### config.mk
export PLATFORM = sky130hd
export DESIGN_NAME = div_sequencer
export DESIGN_NICKNAME = d
export VERILOG_FILES = /design/src/rtl/div_pkg.sv /design/src/rtl/div_step.sv /design/src/rtl/div_sequencer.sv
export SDC_FILE = /design/constraint.sdc
export NUM_CORES = 1
export LEC_CHECK = 0
export ABC_AREA = 0
export CAP_MARGIN = 20
export CORE_MARGIN = 5
export CORE_UTILIZATION = 25
export DETAILED_ROUTE_END_ITERATION = 10
export PLACE_DENSITY_LB_ADDON = 0.2
export SKIP_CTS_REPAIR_TIMING = 1
export SYNTH_ARGS = -nofsm -noshare
export SYNTH_HDL_FRONTEND = slang
export SYNTH_SLANG_ARGS = --single-unit
### constraint.sdc
create_clock -name clk -period 6.85 [get_ports clk]
set_clock_uncertainty 0.15 [all_clocks]
set_input_delay 2.055 -clock clk [delete_from_list [all_inputs] [get_ports clk]]
set_output_delay 2.055 -clock clk [all_outputs]
set_load 0.01 [all_outputs]
### src/rtl/div_pkg.sv
// Shared types and constants for the multi-cycle DIV sequencer.
package div_pkg;

  localparam int DEF_REG_SIZE = 32;

  function automatic int cnt_width(input int n);
    return $clog2(n + 1);
  endfunction

  localparam int CNT_W = cnt_width(DEF_REG_SIZE);

  localparam logic [DEF_REG_SIZE-1:0] DZ_QUOTIENT = '1;

  typedef enum logic [2:0] {
    IDLE,
    PREP,
    ITER,
    FIX,
    DONE
  } state_t;

endpackage

### src/rtl/div_step.sv
// One non-restoring shift-subtract iteration on {P,Q} against divisor magnitude D.
module div_step #(
  parameter int W = 32
) (
  input  logic [W:0]   p,
  input  logic [W-1:0] q,
  input  logic [W-1:0] d,
  output logic [W:0]   p_next,
  output logic [W-1:0] q_next
);

  logic [W:0] p_sh;

  // P is one bit wider than D, so the top bit dropped by the shift is pure
  // sign information and the modular add/sub still lands in [-D, D).
  assign p_sh   = {p[W-1:0], q[W-1]};
  assign p_next = p[W] ? p_sh + {1'b0, d} : p_sh - {1'b0, d};
  assign q_next = {q[W-2:0], ~p_next[W]};

endmodule

### src/rtl/div_sequencer.sv
// Multi-cycle signed/unsigned divider: latch, PREP, REG_SIZE iterations, FIX, DONE.
module div_sequencer
  import div_pkg::*;
#(
  parameter int REG_SIZE = DEF_REG_SIZE
) (
  input  logic                clk,
  input  logic                reset,
  input  logic                start,
  input  logic                is_signed,
  input  logic [REG_SIZE-1:0] dividend,
  input  logic [REG_SIZE-1:0] divisor,
  output logic                busy,
  output logic                done,
  output logic [REG_SIZE-1:0] quotient,
  output logic [REG_SIZE-1:0] remainder,
  output logic                div_by_zero
);

  localparam int CW = cnt_width(REG_SIZE);
  localparam logic [CW-1:0] LAST = CW'(REG_SIZE - 1);
  localparam logic [REG_SIZE-1:0] DZ_Q = {REG_SIZE{DZ_QUOTIENT[0]}};

  state_t state, state_nx;

  logic [CW-1:0]       count;
  logic [REG_SIZE-1:0] a_raw, b_raw, d_r, q_r;
  logic [REG_SIZE:0]   p_r;
  logic                neg_a, neg_b;

  logic [REG_SIZE-1:0] a_mag, b_mag, q_step;
  logic [REG_SIZE:0]   p_step, p_fix;

  div_step #(.W(REG_SIZE)) u_step (
    .p      (p_r),
    .q      (q_r),
    .d      (d_r),
    .p_next (p_step),
    .q_next (q_step)
  );

  // neg_a/neg_b already include is_signed, so unsigned operands pass through raw.
  assign a_mag = neg_a ? -a_raw : a_raw;
  assign b_mag = neg_b ? -b_raw : b_raw;
  assign p_fix = p_r[REG_SIZE] ? p_r + {1'b0, d_r} : p_r;

  assign busy = (state == PREP) || (state == ITER) || (state == FIX);
  assign done = (state == DONE);

  // NOTE: sequential state uses non-blocking assignments so every register
  // samples pre-edge values regardless of statement order.
  always_ff @(posedge clk) begin
    if (reset) state <= IDLE;
    else       state <= state_nx;
  end

  // NOTE: state_nx is defaulted before the case so no path leaves it
  // unassigned, which would otherwise infer a latch.
  always_comb begin
    state_nx = state;
    unique case (state)
      IDLE:    if (start) state_nx = PREP;
      DONE:    state_nx = start ? PREP : IDLE;
      PREP:    state_nx = (b_raw == '0) ? FIX : ITER;
      ITER:    if (count == LAST) state_nx = FIX;
      FIX:     state_nx = DONE;
      default: state_nx = IDLE;
    endcase
  end

  // NOTE: every datapath register is reset, not just the control state, so a
  // reset mid-divide leaves no stale operands or results visible.
  always_ff @(posedge clk) begin
    if (reset) begin
      count       <= '0;
      a_raw       <= '0;
      b_raw       <= '0;
      d_r         <= '0;
      q_r         <= '0;
      p_r         <= '0;
      neg_a       <= 1'b0;
      neg_b       <= 1'b0;
      quotient    <= '0;
      remainder   <= '0;
      div_by_zero <= 1'b0;
    end else begin
      unique case (state)
        IDLE, DONE: begin
          if (start) begin
            a_raw <= dividend;
            b_raw <= divisor;
            neg_a <= is_signed & dividend[REG_SIZE-1];
            neg_b <= is_signed & divisor[REG_SIZE-1];
          end
        end
        PREP: begin
          d_r   <= b_mag;
          p_r   <= '0;
          q_r   <= a_mag;
          count <= '0;
        end
        ITER: begin
          p_r   <= p_step;
          q_r   <= q_step;
          count <= count + CW'(1);
        end
        FIX: begin
          if (b_raw == '0) begin
            quotient    <= DZ_Q;
            remainder   <= a_raw;
            div_by_zero <= 1'b1;
          end else begin
            quotient    <= (neg_a ^ neg_b) ? -q_r : q_r;
            remainder   <= neg_a ? -p_fix[REG_SIZE-1:0] : p_fix[REG_SIZE-1:0];
            div_by_zero <= 1'b0;
          end
        end
        default: ;
      endcase
    end
  end

endmodule
==> run metrics <==
outcome=finished clean; CTS tree=yes; detailed placement HPWL=44400 um; vias in the first global route=15000; number of port buffers=134; # clock sinks=237; fmax=0.197 GHz; Syn Nets=2242; Netlist cell types=79; Slew @ Worst Pin=1.10 ns; Final Power=0.00672 W; final setup TNS=0 ns; commonest non-fill, non-tap cells in the layout=299 x nand2_1, 235 x dfxtp_1, 222 x a21oi_1; critical-path cell list=inv_1 -> ha_1 -> nand2_1 -> nor3_1 -> a31oi_1 -> xor2_1 -> ha_1 -> a211o_1 -> a31oi_1 -> o21ai_0 -> o21ai_0 -> a21oi_1 -> o41ai_1 -> o2111ai_1 -> a21oi_1 -> xnor2_1 -> a22oi_1 -> nor2_1; CP max stage delay=0.73 ns; WL/cell=19.3 um; final worst path period need=5.06 ns; Clk Tree Root Cell=clkbuf_16; register area=4750 um2; Syn Std Cell Area=15900 um2; Initial Util=0.252; initial antenna violation count=1; Vias=15600; Tcrit/Tclk final=0.739; GRT overflow=0; Leak=6.95 nW; Slew HR=0.264; # DRC=0; hold path depth=2; CP endpoint kind=flop; Hold Crit Endpoint=neg_a; H-tree Lvls=1; critical path data required time=7.13 ns; final count of hold timing violations=0; drt total wl=58400 um; Clock Pin Slew Worst Setup and Hold Paths=0.06 ns; Critical path origin=d_r[1]; slowest CP cell=o41ai_1; Post-synth EDFFs=0; CTS Buf Count=28; most common cell after layout, fill and taps aside=nand2_1; reg2reg setup slack=1.79 ns; footprint of the multi-input gates=10500 um2; max-slew violation count=0; fraction of registers with async set/reset=0; Area Overhead vs Synth=19.1%; #FFs+latches synth=237; Clock Latency Late Sink=0.57 ns; I/O pin total=135; ANT cells=0; crit path kind=flop to flop; Hold WS=0.329 ns; Arr. time, crit path=5.35 ns; Clock Tree Buf Depth=3; sequential area share after synthesis=0.299; final setup margin=1.79 ns; DRT iter0 DRCs=1179; Worst VDD drop=175 uV; Main synth FF type=dfxtp_1; unrepaired setup endpoints after global routing=no; Hold Path Origin=neg_a; worst min path class=flop to flop; Post-Layout Cell Count=3022; MaxCap Viol Count=0; Die X=262 um; cell count after synthesis=2103; worst r2r path cells=18; Layout Nets=2293; Die H=262 um; die area=68700 um2; fillers=6885; RR Startpoint=d_r[1]; syn avg cell area=7.55 um2; first-pass GRT wire length=89900 um; placed insts=2968; share of cells above drive strength 1=0.0524; Overall Global Routing Usage=0.164; drt pass-1 iters=5; GPL Wtd Cong=0.894; Cell Rows=92; largest net degree at the start of global routing=104; antenna-violating nets left=0; Vias/cell=5.17; Syn. warnings=0; RR Endpoint=p_r[32]; core footprint=63000 um2; power density over the cells=355 nW/um2; final setup violating endpoints=0; CP Max Fanout=7; DP Worst Slack=1.71 ns; startpoint types=flop
how the worst max path moves through the flow:
stage                     cells after the start      end
after floorplan                              20  p_r[31]
after global placement                       15  p_r[31]
after detailed placement                     15  p_r[31]
after CTS                                    15  p_r[31]
after global routing                         18  p_r[32]
final                                        18  p_r[32]
through the flow:
stage | utilization | area, um2
2_1_floorplan | - | 15900
3_3_place_gp | 0.285 | 17900
3_5_place_dp | 0.285 | 17900
4_1_cts | 0.300 | 18900
5_1_grt | 0.300 | 18900
6_report | 0.300 | 18900
kinds of logic (layout without fill, tap and decap cells):
| kind of cell | after synthesis | after routing | synth area share |
|---|---|---|---|
| AND/OR/NAND/NOR | 725 | 725 | 0.210 |
| AO/OA/AOI/OAI | 689 | 689 | 0.278 |
| flip-flops | 237 | 237 | 0.299 |
| XOR/XNOR | 186 | 186 | 0.103 |
| buffers and inverters | 178 | 251 | 0.0423 |
| adder cells (fa/ha/maj) | 71 | 71 | 0.0569 |
| multiplexers | 17 | 17 | 0.0110 |
routing by layer:
metal  routed length (um)  part of all wire  vias up  track usage
li1                     -                 -     7713            -
met1                28100              0.48     7462        0.235
met2                26000              0.45      366        0.260
met3                 2560             0.044       81       0.0186
met4                 1780             0.030        0       0.0500
met5                    0                 0        -            0
critical path, delay by kind of cell (launching register included):
family	cells	cell delay, ns
AOI/OAI and AO/OA	10	2.74
xor gates and xnor gates	2	0.29
adders and majority gates	2	0.58
buffers and inverters	1	0.11
DFF	1	0.38
and+or+nand+nor	3	0.69
state kept, by name, summed over array words and instances, names as in the netlist:
register	flops
neg_a	1
a_raw	32
neg_b	1
count	6
div_by_zero	1
q_r	32
quotient	32
state	3
d_r	32
b_raw	32
p_r	33
remainder	32
cell usage after synthesis (19+ instances only):
library cell | number | area, um2
a211oi_1 | 45 | 338
a21o_1 | 38 | 285
a21oi_1 | 222 | 1110
a22oi_1 | 57 | 428
a31oi_1 | 41 | 257
buf_1 | 23 | 86.3
clkbuf_1 | 107 | 402
dfxtp_1 | 237 | 4740
ha_1 | 69 | 863
inv_1 | 45 | 169
nand2_1 | 300 | 1130
nand2b_1 | 20 | 125
nand3_1 | 40 | 200
nor2_1 | 180 | 676
nor3_1 | 38 | 190
nor4_1 | 19 | 119
o211ai_1 | 20 | 150
o21ai_0 | 122 | 611
o31ai_1 | 28 | 210
or3_1 | 21 | 131
xnor2_1 | 100 | 876
xor2_1 | 85 | 744
layout make-up:
type | count | area share
tap | 846 | 0.0560
clock buffer | 38 | 0.0427
timing repair buffer | 154 | 0.0787
sequential | 237 | 0.251
multi-input combinational | 1688 | 0.555
clock inverter | 14 | 0.00781
inverter | 45 | 0.00893
where the power goes:
group | internal (W) | total, W | switching [W] | leakage (nW)
clock network | 0.000906 | 0.00155 | 0.000648 | 0.471
logic | 0.00131 | 0.00335 | 0.00204 | 4.55
registers | 0.00154 | 0.00182 | 0.000274 | 1.93
No activity file was read; power rests on OpenSTA's default activity.
